`src/rtl/gray_ptr_rx_pkg.sv`:
```
// Shared constants, types and Gray/binary converters for the Gray-pointer receive side.
// Imported by the interface, the sync chain and the top level.
package gray_ptr_rx_pkg;

  localparam int N_DEFAULT           = 4;
  localparam int SYNC_STAGES_DEFAULT = 2;

  // Widest pointer the converters handle; callers zero-extend into this width.
  localparam int MAX_W = 32;

  // Buffer depth for an N-bit pointer whose MSB is the wrap bit.
  function automatic int depth_of(input int n);
    return 1 << (n - 1);
  endfunction

  typedef struct packed {
    logic ovf;
    logic udf;
  } err_flags_t;

  // Leading zeros from zero-extension do not disturb the prefix XOR.
  function automatic logic [MAX_W-1:0] gray_to_binary(input logic [MAX_W-1:0] g);
    logic [MAX_W-1:0] b;
    b[MAX_W-1] = g[MAX_W-1];
    for (int i = MAX_W - 2; i >= 0; i--) begin
      b[i] = b[i+1] ^ g[i];
    end
    return b;
  endfunction

  function automatic logic [MAX_W-1:0] binary_to_gray(input logic [MAX_W-1:0] b);
    return b ^ (b >> 1);
  endfunction

endpackage : gray_ptr_rx_pkg

```
`src/rtl/gray_ptr_rx_if.sv`:
```
// Pointer/flag bundle between the remote-pointer source and the receive side.
// The master drives the remote pointer and the pop/clear requests; the slave is gray_ptr_rx.
interface gray_ptr_rx_if #(
  parameter int N = gray_ptr_rx_pkg::N_DEFAULT
);

  logic [N-1:0] i_gray_ptr;
  logic         i_pop;
  logic         i_err_clr;

  logic [N-1:0] o_rd_ptr;
  logic [N-1:0] o_rd_ptr_gray;
  logic [N-1:0] o_wr_ptr_bin;
  logic [N-1:0] o_level;
  logic         o_empty;
  logic         o_ovf_err;
  logic         o_udf_err;

  modport master (
    output i_gray_ptr,
    output i_pop,
    output i_err_clr,
    input  o_rd_ptr,
    input  o_rd_ptr_gray,
    input  o_wr_ptr_bin,
    input  o_level,
    input  o_empty,
    input  o_ovf_err,
    input  o_udf_err
  );

  modport slave (
    input  i_gray_ptr,
    input  i_pop,
    input  i_err_clr,
    output o_rd_ptr,
    output o_rd_ptr_gray,
    output o_wr_ptr_bin,
    output o_level,
    output o_empty,
    output o_ovf_err,
    output o_udf_err
  );

endinterface : gray_ptr_rx_if

```
`src/rtl/gray_ptr_rx_sync_vec.sv`:
```
// W-bit, STAGES-deep synchronizer chain; only Gray-coded (single-bit-change) vectors may pass.
// Shared with the write-side pointer crossing.
module sync_vec #(
  parameter int W      = 4,
  parameter int STAGES = 2
) (
  input  logic         clk,
  input  logic         rst_n,
  input  logic [W-1:0] d,
  output logic [W-1:0] q
);

  logic [STAGES-1:0][W-1:0] stage_q;

  always_ff @(posedge clk or negedge rst_n) begin
    // NOTE: every synchronizer flop is reset so a stale remote value never survives reset.
    if (!rst_n) begin
      stage_q <= '0;
    end else begin
      stage_q <= {stage_q[STAGES-2:0], d};
    end
  end

  assign q = stage_q[STAGES-1];

endmodule : sync_vec

```
`src/rtl/gray_ptr_rx.sv`:
```
// Read side of a dual-clock FIFO pointer pair: synchronizes the remote Gray write pointer,
// tracks the local read pointer and derives level, empty and sticky error flags.
module gray_ptr_rx
  import gray_ptr_rx_pkg::*;
#(
  parameter int N           = N_DEFAULT,
  parameter int SYNC_STAGES = SYNC_STAGES_DEFAULT
) (
  input logic         clk,
  input logic         rst_n,
  gray_ptr_rx_if.slave bus
);

  localparam logic [N-1:0] DEPTH_N = N'(depth_of(N));
  localparam logic [N-1:0] ONE_N   = N'(1);

  logic [N-1:0] gray_sync;
  logic [N-1:0] wr_bin_d;
  logic [N-1:0] wr_bin_q;
  logic [N-1:0] rd_q;
  logic [N-1:0] rd_gray_q;
  logic [N-1:0] rd_next;
  logic [N-1:0] level;
  logic         empty;
  logic         pop_ok;
  err_flags_t   err_q;
  err_flags_t   err_set;

  sync_vec #(
    .W      (N),
    .STAGES (SYNC_STAGES)
  ) u_sync (
    .clk   (clk),
    .rst_n (rst_n),
    .d     (bus.i_gray_ptr),
    .q     (gray_sync)
  );

  always_comb begin
    // NOTE: every signal here is assigned on every path, so no latch can be inferred.
    wr_bin_d    = N'(gray_to_binary(MAX_W'(gray_sync)));
    level       = wr_bin_q - rd_q;
    empty       = (level == '0);
    pop_ok      = bus.i_pop && !empty;
    rd_next     = rd_q + ONE_N;
    err_set.ovf = (level > DEPTH_N);
    err_set.udf = bus.i_pop && empty;
  end

  always_ff @(posedge clk or negedge rst_n) begin
    // NOTE: state is updated with non-blocking assignments so every flop samples pre-edge values.
    if (!rst_n) begin
      wr_bin_q  <= '0;
      rd_q      <= '0;
      rd_gray_q <= '0;
      err_q     <= '0;
    end else begin
      wr_bin_q <= wr_bin_d;
      if (pop_ok) begin
        rd_q      <= rd_next;
        // Gray copy comes from the next binary value so it never lags rd_q.
        rd_gray_q <= N'(binary_to_gray(MAX_W'(rd_next)));
      end
      // A new set condition beats a clear in the same cycle.
      err_q.ovf <= err_set.ovf || (err_q.ovf && !bus.i_err_clr);
      err_q.udf <= err_set.udf || (err_q.udf && !bus.i_err_clr);
    end
  end

  assign bus.o_rd_ptr      = rd_q;
  assign bus.o_rd_ptr_gray = rd_gray_q;
  assign bus.o_wr_ptr_bin  = wr_bin_q;
  assign bus.o_level       = level;
  assign bus.o_empty       = empty;
  assign bus.o_ovf_err     = err_q.ovf;
  assign bus.o_udf_err     = err_q.udf;

endmodule : gray_ptr_rx

```
`src/flat_wrapper.sv`:
```
// flat-port wrapper written by rule: the top's interface ports become plain ports
module gray_ptr_rx_flat import gray_ptr_rx_pkg::*;
#(
  parameter int N           = N_DEFAULT,
  parameter int SYNC_STAGES = SYNC_STAGES_DEFAULT
)
  (clk, rst_n, bus_i_gray_ptr, bus_i_pop, bus_i_err_clr, bus_o_rd_ptr, bus_o_rd_ptr_gray, bus_o_wr_ptr_bin, bus_o_level, bus_o_empty, bus_o_ovf_err, bus_o_udf_err);
  gray_ptr_rx_if #(.N(N)) bus_i ();
  input logic clk;
  input logic rst_n;
  input wire logic [$bits(bus_i.i_gray_ptr)-1:0] bus_i_gray_ptr;
  input wire logic [$bits(bus_i.i_pop)-1:0] bus_i_pop;
  input wire logic [$bits(bus_i.i_err_clr)-1:0] bus_i_err_clr;
  output wire logic [$bits(bus_i.o_rd_ptr)-1:0] bus_o_rd_ptr;
  output wire logic [$bits(bus_i.o_rd_ptr_gray)-1:0] bus_o_rd_ptr_gray;
  output wire logic [$bits(bus_i.o_wr_ptr_bin)-1:0] bus_o_wr_ptr_bin;
  output wire logic [$bits(bus_i.o_level)-1:0] bus_o_level;
  output wire logic [$bits(bus_i.o_empty)-1:0] bus_o_empty;
  output wire logic [$bits(bus_i.o_ovf_err)-1:0] bus_o_ovf_err;
  output wire logic [$bits(bus_i.o_udf_err)-1:0] bus_o_udf_err;
  assign bus_i.i_gray_ptr = bus_i_gray_ptr;
  assign bus_i.i_pop = bus_i_pop;
  assign bus_i.i_err_clr = bus_i_err_clr;
  assign bus_o_rd_ptr = bus_i.o_rd_ptr;
  assign bus_o_rd_ptr_gray = bus_i.o_rd_ptr_gray;
  assign bus_o_wr_ptr_bin = bus_i.o_wr_ptr_bin;
  assign bus_o_level = bus_i.o_level;
  assign bus_o_empty = bus_i.o_empty;
  assign bus_o_ovf_err = bus_i.o_ovf_err;
  assign bus_o_udf_err = bus_i.o_udf_err;
  gray_ptr_rx #(.N(N), .SYNC_STAGES(SYNC_STAGES)) u_core (.clk(clk), .rst_n(rst_n), .bus(bus_i));
endmodule
```
`config.mk`:
```
export PLATFORM = sky130hd
export DESIGN_NAME = gray_ptr_rx_flat
export DESIGN_NICKNAME = d
export VERILOG_FILES = /design/src/rtl/gray_ptr_rx_pkg.sv /design/src/rtl/gray_ptr_rx_if.sv /design/src/rtl/gray_ptr_rx_sync_vec.sv /design/src/rtl/gray_ptr_rx.sv /design/src/flat_wrapper.sv
export SDC_FILE = /design/constraint.sdc
export NUM_CORES = 1
export LEC_CHECK = 0
export CORE_MARGIN = 2
export CORE_UTILIZATION = 41
export DETAILED_ROUTE_END_ITERATION = 10
export HOLD_SLACK_MARGIN = 0.12
export PLACE_DENSITY = 0.74
export SYNTH_ARGS = -nofsm -noshare
export SYNTH_HDL_FRONTEND = slang
export SYNTH_SLANG_ARGS = --single-unit
export TNS_END_PERCENT = 50
```
`constraint.sdc`:
```
create_clock -name clk -period 2.1 [get_ports clk]
set_clock_uncertainty 0.15 [all_clocks]
set_input_delay 0.42 -clock clk [delete_from_list [all_inputs] [get_ports clk]]
set_output_delay 0.42 -clock clk [all_outputs]
set_load 0.1 [all_outputs]
```
==> results.md, run 1 <==
* Failing checks: negative setup slack
* Critical path class: reg -> out
* Drt first pass iters at 4
* Status: finished with violations
* Part of the Yosys area used for sequential elements at 56.5%
* Vias in the first global route at 837
* Worst Path Arrival at 2.03 ns
* Post-CTS Hold Buffers at 0
* Slowest stage delay, CP at 0.51 ns
* Initial DRC Count at 8
* Dpl hpwl at 1630 um
* Core Area at 2170 um2
* Hold Crit Class: reg -> reg
* Max FO, Critical Path at 3
* Crit. End Element: output pin
* CTS max path bufs at 2
* Routability cong. at 0.732
* Final setup vio count at 13
* Slew @ Worst Pin at 0.366 ns
* CTS Root Buffer Type: clkbuf_4
* Max-cap violations at 0
* Min Clock Period, post-route at 2.60 ns
* Slowest cell on crit path: dfrtp_4
* Critical path cell sequence: inv_4 -> ha_4 -> a21oi_4 -> a21oi_1 -> or2_4 -> nor2_4 -> buf_12
* Largest net degree at the start of global routing at 22
* Die W at 51.6 um
* Top post-synthesis cells by count: 21 x dfrtp_1, 9 x inv_1, 8 x xnor2_1
* Final WL at 2550 um
* Syn Area/Cell at 12.9 um2
* Ports at 27
* Final #Nets at 137
* Die Y at 51.6 um
* Top-count cell post-synth: dfrtp_1
* Area Growth Syn to Fin at 85.7%
* H-tree depth at 1
* CP required at 1.53 ns
* CTS tree: done
* # clock sinks at 21
* EDFF count, synth at 0
* Leading area contributor after synthesis: dfrtp_1
* FP Rows at 17
* Critical R2R Launch: u_core.bus.o_rd_ptr[0]
* CTS Buf Count at 3
* Layout cells sized above 1 at 61.0%
* Gr usage total at 20.8%
* Skew-Pair Late Insertion Delay at 0.30 ns
* IO Port Bufs at 26
* Post-route ant nets at 0
* Via count at 732
* Slew Limit Headroom at 75.5%
* Syn nets at 85
* Mapped Cells at 72
* Final hold viol count at 0
* Reg clk slew, reported paths at 0.12 ns
* Fin crit share at 124%
* Syn. warnings at 0
* Unrepaired setup endpoints after global routing: yes
* Mapped Area at 930 um2
* Total grt overflow at 0
* Async set or reset register ratio after synthesis at 100%
* Routed len/inst at 16.9 um
* Critical Path Source: u_core.bus.o_rd_ptr[2]
* Highest achievable clock rate at 384 MHz
* Slew Viols, Final at 0
* First-pass GRT wire length at 3930 um
* Synth cell types at 22
* CP top delay family: flip-flops
* Critical path buffers and inverters at 2
* Area share of the largest cell type after synthesis at 56.5%
* Antenna cells at 0
* Synth Register Bits at 21
* Initial antenna violation count at 0
* Final setup margin at -0.504 ns
* Synth Flop Type: dfrtp_1
* Drt via density at 4.85
* # DRC at 0
* Die area at 2660 um2
* WHS at 0.224 ns
* Initial Util at 42.8%
* Synth area leaders: dfrtp_1 57%, xnor2_1 7.5%, ha_1 5.4%
* Startpoint types: register
* HP Start: u_core.u_sync.stage_q[0]
-- per-stage QoR --
step | utilization [%] | instance area (um2) | std cells | TNS [ns] | setup slack [ns]
global route | 79.6 | 1730 | 151 | -4.43 | -0.598
global placement | 69.7 | 1510 | 141 | -2.09 | -0.320
finish | 79.6 | 1730 | 151 | -3.43 | -0.504
CTS | 76.4 | 1660 | 150 | -3.42 | -0.483
floorplan | - | 990 | 72 | -7.46 | -0.911
detailed placement | 69.7 | 1510 | 141 | -2.44 | -0.359
-- area by class of cell --
| class | instances | area [um2] |
|---|---|---|
| Multi-Input combinational cell | 41 | 523 |
| Timing Repair Buffer | 48 | 563 |
| Sequential cell | 21 | 541 |
| Tap cell | 28 | 35.0 |
| Inverter | 9 | 38.8 |
| Fill cell | 131 | 443 |
| Clock buffer | 4 | 26.3 |
-- worst paths after layout --
| kind | end | slack [ns] | cells after the start |
|---|---|---|---|
| min | u_core.u_sync.q[0] | 0.22 | 0 |
| max | bus_o_empty | -0.50 | 7 |
| max reg2reg | u_core.bus.o_rd_ptr_gray[1] | -0.36 | 9 |
| min reg2reg | u_core.u_sync.q[0] | 0.22 | 0 |
| min in group asynchronous | u_core.bus.o_rd_ptr_gray[2] | 0.29 | 2 |
| max in group asynchronous | u_core.bus.o_wr_ptr_bin[0] | 1.27 | 2 |
-- state kept, by name (all words and copies together), names as in the netlist --
signal	cells
u_core.bus.o_rd_ptr	3
u_core.u_sync.stage_q	4
u_core.bus.o_udf_err	1
u_core.bus.o_wr_ptr_bin	4
u_core.bus.o_rd_ptr_gray	4
u_core.bus.o_ovf_err	1
u_core.u_sync.q	4
-- cell usage in the layout, fill, tap and decap left out, drive strengths merged, types with 4 or more instances in the layout --
| cell | n |
|---|---|
| mux2 | 4 |
| ha | 4 |
| nand2 | 4 |
| buf | 41 |
| xnor2 | 8 |
| inv | 9 |
| xor2 | 5 |
| dfrtp | 21 |
| clkdlybuf4s50 | 7 |
| clkbuf | 4 |
-- what timing repair did --
| item | 4_1_cts | 5_1_grt |
|---|---|---|
| endpoints found under the setup margin | 12 | 13 |
| pin swaps | 5 | 3 |
| resized for setup | 16 | 11 |
| setup buffers | 5 | 1 |
-- per-layer routing --
layer | share of wire [%] | vias to the layer above | GRT usage, %
li1 | - | 339 | -
met1 | 36 | 370 | 21.9
met2 | 59 | 21 | 39.5
met3 | 3.8 | 2 | 4.31
met4 | 0.59 | 0 | 8.77
met5 | 0 | - | 0
-- kinds of logic after synthesis --
kind of cell	after synthesis	synth area share [%]
DFF	21	56.5
muxes	4	4.84
buffers and inverters	10	4.44
adders and majority gates	5	7.54
AOI/OAI and AO/OA	9	8.35
xor gates and xnor gates	13	12.2
and+or+nand+nor	10	6.06
Power of run 1 is not shown: default switching activity piles up to over one toggle a cycle in this logic, so the estimate is an artifact.
==> run 2: changes to the inputs <==
--- a/config.mk
+++ b/config.mk
@@ -6,10 +6,10 @@
 export NUM_CORES = 1
 export LEC_CHECK = 0
 export CORE_MARGIN = 2
-export CORE_UTILIZATION = 41
+export CORE_UTILIZATION = 49
 export DETAILED_ROUTE_END_ITERATION = 10
 export HOLD_SLACK_MARGIN = 0.12
-export PLACE_DENSITY = 0.74
+export PLACE_DENSITY = 0.83
 export SYNTH_ARGS = -nofsm -noshare
 export SYNTH_HDL_FRONTEND = slang
 export SYNTH_SLANG_ARGS = --single-unit
==> constraint.sdc (replaced) <==
create_clock -name clk -period 3 [get_ports clk]
set_clock_uncertainty 0.15 [all_clocks]
set_input_delay 0.6 -clock clk [delete_from_list [all_inputs] [get_ports clk]]
set_output_delay 0.6 -clock clk [all_outputs]
set_load 0.1 [all_outputs]
==> results.md, run 2 (synthesized netlist as in run 1, its figures left out) <==
* CTS Root Buffer Type: clkbuf_4 (unchanged)
* Ports at 27 (unchanged)
* Initial antenna violation count at 0 (unchanged)
* Die Y at 47.6 um (was 51.6 um)
* Critical path class: reg -> out (unchanged)
* Die W at 47.6 um (was 51.6 um)
* Max FO, Critical Path at 7 (was 3)
* Core Area at 1760 um2 (was 2170 um2)
* Reg clk slew, reported paths at 0.11 ns (was 0.12 ns)
* M2 GR Usage at 29.2% (was 39.5%)
* Routability cong. at 0.856 (was 0.732)
* Startpoint types: register (unchanged)
* Most common cell after layout, fill and taps aside: buf_4 (unchanged)
* Drt first pass iters at 4 (unchanged)
* Critical path buffers and inverters at 2 (unchanged)
* # DRC at 0 (unchanged)
* CP top delay family: adder cells (was flip-flops)
* Slew @ Worst Pin at 0.426 ns (was 0.366 ns)
* Largest net degree at the start of global routing at 22 (unchanged)
* Final WL at 1700 um (was 2550 um)
* Setup TNS at 0 ns (was -3.43 ns)
* Layout cells sized above 1 at 46.1% (was 61.0%)
* Sequential Area at 541 um2 (unchanged)
* Status: completed (was finished with violations)
* H-tree depth at 1 (unchanged)
* Gr usage total at 16.8% (was 20.8%)
* Commonest non-fill, non-tap cells in the layout: 16 x buf_4, 15 x dfrtp_1, 7 x inv_1, 7 x xnor2_1, 7 x clkdlybuf4s50_1 (was 22 x buf_4, 15 x dfrtp_1, 13 x buf_12)
* Die area at 2260 um2 (was 2660 um2)
* Area Growth Syn to Fin at 42.1% (was 85.7%)
* Most used routing layer: met2 (unchanged)
* Final #Nets at 116 (was 137)
* Slowest stage delay, CP at 0.55 ns (was 0.51 ns)
* CP required at 2.25 ns (was 1.53 ns)
* Vias in the first global route at 555 (was 837)
* Final setup margin at 0.0729 ns (was -0.504 ns)
* Drt via density at 5.04 (was 4.85)
* Slew Limit Headroom at 71.2% (was 75.5%)
* # clock sinks at 21 (unchanged)
* FP Rows at 15 (was 17)
* Slowest cell on crit path: dfrtp_4 (unchanged)
* First-pass GRT wire length at 2480 um (was 3930 um)
* IO Port Bufs at 26 (unchanged)
* M3 GR Usage at 3.40% (was 4.31%)
* Critical path cell sequence: ha_4 -> inv_2 -> fa_2 -> nor2b_4 -> nand2_4 -> nor2_4 -> buf_12 (was inv_4 -> ha_4 -> a21oi_4 -> a21oi_1 -> or2_4 -> nor2_4 -> buf_12)
* Post-layout util at 74.9% (was 79.6%)
* CTS max path bufs at 2 (unchanged)
* Fin crit share at 97.6%
* Fillers at 133 (was 131)
* Final setup vio count at 0 (was 13)
* Crit. End Element: output pin (unchanged)
* Final std cells w/o fill at 127 (was 151)
* Initial DRC Count at 8 (unchanged)
* Final hold viol count at 0 (unchanged)
* CTS Buf Count at 3 (unchanged)
* Max-cap violations at 0 (unchanged)
* Unrepaired setup endpoints after global routing: no (was yes)
* Placed cell count at 123 (was 141)
* Antenna cells at 0 (unchanged)
* Dpl ws at 0.385 ns (was -0.359 ns)
* Dpl hpwl at 1330 um (was 1630 um)
* Slew Viols, Final at 0 (unchanged)
* Routed len/inst at 13.4 um (was 16.9 um)
* Via count at 640 (was 732)
* Min Clock Period, post-route at 2.93 ns
* Hold Crit Class: reg -> reg (unchanged)
* Skew-Pair Late Insertion Delay at 0.30 ns (about the same)
* Total grt overflow at 0 (unchanged)
* CTS tree: done (unchanged)
* M1 GR Usage at 20.5% (was 21.9%)
* Post-route ant nets at 0 (unchanged)
* Initial Util at 52.7% (was 42.8%)
* Worst Path Arrival at 2.18 ns (was 2.03 ns)
* Multi-input gate area at 418 um2 (was 523 um2)
* Highest achievable clock rate at 342 MHz
-- run 2: cell types whose count changed in the layout (fill, tap and decap cells not counted), moves of 2 or more --
cell	before	now
buf_4	22	16
mux2_4	4	0
buf_12	13	4
buf_6	6	0
inv_1	5	7
mux2_2	0	4
inv_4	2	0
-- run 2: worst register-to-register path, delay by kind of cell, from the launching register on --
kind / cells / cell delay [ns]
mux: 1 / 0.37
simple gates: 2 / 0.28
compound gates: 1 / 0.33
fa+ha+maj: 2 / 0.67
flops: 1 / 0.55
buf+inv: 1 / 0.05
-- run 2: repair_timing --
action | in CTS | in global routing
setup endpoints to repair | 0 | 1
hold buffers | 0 | 0
endpoints found under the hold margin | 0 | 0
resized for setup | 0 | 5
setup buffers | 0 | 0
-- run 2: layout make-up --
| class | instances | area share, % |
|---|---|---|
| repair buffers | 27 | 20.5 |
| clock inverters | 1 | 0.379 |
| clock buffers | 3 | 1.70 |
| well taps | 25 | 2.37 |
| flip-flops and latches | 21 | 40.9 |
| multi-input cells | 41 | 31.6 |
| inverters | 9 | 2.56 |
-- run 2: layer usage --
layer / vias to the layer above / share of wire, % / wire [um]
met4: 0 / 1.4 / 23
met3: 4 / 6.8 / 116
li1: 298 / - / -
met1: 306 / 41 / 703
met2: 32 / 50 / 854
met5: - / 0 / 0
-- run 2: worst paths after layout --
| check | slack, ns | from | cells after the start | end |
|---|---|---|---|---|
| worst max-delay path | 0.07 | u_core.bus.o_rd_ptr[0] | 7 | bus_o_empty |
| worst min-delay path | 0.21 | u_core.u_sync.stage_q[0] | 0 | u_core.u_sync.q[0] |
| worst max register to register | 0.48 | u_core.bus.o_rd_ptr[0] | 7 | u_core.bus.o_rd_ptr[1] |
| worst min register to register | 0.21 | u_core.u_sync.stage_q[0] | 0 | u_core.u_sync.q[0] |
| max in group asynchronous | 2.00 | rst_n | 2 | u_core.bus.o_wr_ptr_bin[0] |
| min in group asynchronous | 0.48 | rst_n | 2 | u_core.u_sync.q[3] |
-- run 2: stage by stage --
stage | hold slack [ns] | instance area, um2
final | 0.210 | 1320
after global routing | 0.226 | 1320
after CTS | 0.211 | 1300
after floorplan | 0.154 | 975
after global placement | 0.183 | 1270
after detailed placement | 0.186 | 1270
Power of run 2 is left out for the same reason.
==> run 3: changes to the inputs <==
==> constraint.sdc (replaced) <==
create_clock -name clk -period 3.6 [get_ports clk]
set_clock_uncertainty 0.15 [all_clocks]
set_input_delay 0.72 -clock clk [delete_from_list [all_inputs] [get_ports clk]]
set_output_delay 0.72 -clock clk [all_outputs]
set_load 0.1 [all_outputs]
==> results.md, run 3 (synthesized netlist as in run 1, its figures left out) <==
* Status: completed (unchanged)
* Hold path cells at 0 (unchanged)
* FP Rows at 15 (unchanged)
* Fillers at 146 (was 133)
* Initial DRC Count at 4 (was 8)
* Die W at 47.6 um (unchanged)
* Routability cong. at 0.831 (was 0.856)
* Most common cell after layout, fill and taps aside: dfrtp_1 (was buf_4)
* Post-DP Area at 1210 um2 (was 1270 um2)
* Highest achievable clock rate at 319 MHz
* Fin area at 1230 um2 (was 1320 um2)
* Final hold viol count at 0 (unchanged)
* Skew-Pair Late Insertion Delay at 0.29 ns (was 0.30 ns)
* Critical path class: reg -> out (unchanged)
* Critical Path Source: u_core.bus.o_rd_ptr[0] (unchanged)
* Reg2reg setup slack at 0.98 ns (was 0.48 ns)
* Min Clock Period, post-route at 3.13 ns
* First-pass GRT wire length at 2420 um (was 2480 um)
* Ports at 27 (unchanged)
* Dpl hpwl at 1260 um (was 1330 um)
* CP required at 2.73 ns (was 2.25 ns)
* Gr usage total at 15.9% (was 16.8%)
* Dpl ws at 0.806 ns (was 0.385 ns)
* Reg clk slew, reported paths at 0.11 ns (about the same)
* Final setup margin at 0.469 ns (was 0.0729 ns)
* HP Start: u_core.u_sync.stage_q[0] (unchanged)
* Startpoint types: register (unchanged)
* Commonest non-fill, non-tap cells in the layout: 15 x dfrtp_1, 13 x buf_4, 12 x clkdlybuf4s50_1 (was 16 x buf_4, 15 x dfrtp_1, 7 x inv_1, 7 x xnor2_1, 7 x clkdlybuf4s50_1)
* Post-CTS sizing at 0 (unchanged)
* H-tree depth at 1 (unchanged)
* Critical path cell sequence: ha_1 -> inv_1 -> fa_2 -> nor2b_1 -> nand2_1 -> nor2_4 -> buf_12 (was ha_4 -> inv_2 -> fa_2 -> nor2b_4 -> nand2_4 -> nor2_4 -> buf_12)
* Max FO, Critical Path at 7 (unchanged)
* # DRC at 0 (unchanged)
* Drt via density at 4.96 (was 5.04)
* Vias in the first global route at 588 (was 555)
* Reg2reg end: u_core.bus.o_rd_ptr[1] (unchanged)
* CTS tree: done (unchanged)
* Worst reg2reg path depth at 7 (unchanged)
* Max-cap violations at 0 (unchanged)
* # clock sinks at 21 (unchanged)
* Slowest stage delay, CP at 0.49 ns (was 0.55 ns)
* Crit. End Element: output pin (unchanged)
* Final setup vio count at 0 (unchanged)
* Unrepaired setup endpoints after global routing: no (unchanged)
* Hold Crit Class: reg -> reg (unchanged)
* Final #Nets at 115 (was 116)
* Critical R2R Launch: u_core.bus.o_rd_ptr[0] (unchanged)
* Fin crit share at 87.0%
* Die area at 2260 um2 (unchanged)
* Initial antenna violation count at 0 (unchanged)
* Slew Limit Headroom at 34.9% (was 71.2%)
* CTS Buf Count at 3 (unchanged)
* Layout cells sized above 1 at 31.7% (was 46.1%)
* Slew Viols, Final at 0 (unchanged)
* Worst Path Arrival at 2.26 ns (was 2.18 ns)
* Hold path endpoint: u_core.u_sync.q[0] (unchanged)
* CTS Root Buffer Type: clkbuf_4 (unchanged)
* Antenna cells at 0 (unchanged)
* Largest net degree at the start of global routing at 22 (unchanged)
* Slowest cell on crit path: dfrtp_2 (was dfrtp_4)
* Post-CTS setup buffer count at 0 (unchanged)
* Post-route ant nets at 0 (unchanged)
* Die Y at 47.6 um (unchanged)
* CTS max path bufs at 2 (unchanged)
* Via count at 625 (was 640)
* IO Port Bufs at 26 (unchanged)
* Setup TNS at 0 ns (unchanged)
* Slew @ Worst Pin at 0.974 ns (was 0.426 ns)
* Drt first pass iters at 4 (unchanged)
* Final WL at 1530 um (was 1700 um)
* Initial Util at 52.7% (unchanged)
* Core Area at 1760 um2 (unchanged)
* Area Growth Syn to Fin at 32.8% (was 42.1%)
* Total grt overflow at 0 (unchanged)
* Post-CTS Hold Buffers at 0 (unchanged)
* Routed len/inst at 12.2 um (was 13.4 um)
==> run 3: area by class of cell <==
cell class,instances,area [um2],area share (%)
flip-flops and latches,21,533,43.2
inverters,9,33.8,2.74
multi-input cells,41,373,30.2
well taps,25,31.3,2.53
repair buffers,26,238,19.3
clock buffers,4,26.3,2.13
==> run 3: worst max-delay path by stage <==
stage | endpoint | slack, ns
detailed placement | bus_o_empty | 0.81
floorplan | bus_o_empty | 0.09
CTS | bus_o_empty | 0.45
finish | bus_o_empty | 0.47
global route | bus_o_empty | 0.37
global placement | bus_o_empty | 0.86
==> run 3: worst max-delay path: cells and delay by family, from the launching register on <==
kind                     cells  cell delay [ns]
flip-flops                   1             0.49
adder cells (fa/ha/maj)      2             0.66
buffers and inverters        2             0.25
AND/OR/NAND/NOR              3             0.57
==> run 3: stage by stage <==
step / hold slack (ns) / utilization, % / cells
after CTS: 0.208 / 70.0 / 126
after global placement: 0.183 / 68.5 / 122
after floorplan: 0.181 / - / 72
after detailed placement: 0.185 / 68.5 / 122
final: 0.205 / 70.0 / 126
after global routing: 0.226 / 70.0 / 126
==> run 3: metal layers <==
layer	global-route usage, %	vias up	routed length [um]	share of wire, %
met1	18.2	308	622	41
met3	2.26	2	87	5.7
met5	0	-	0	0
met2	28.6	20	812	53
met4	8.11	0	12	0.78
li1	-	295	-	-
Power of run 3 is left out for the same reason.
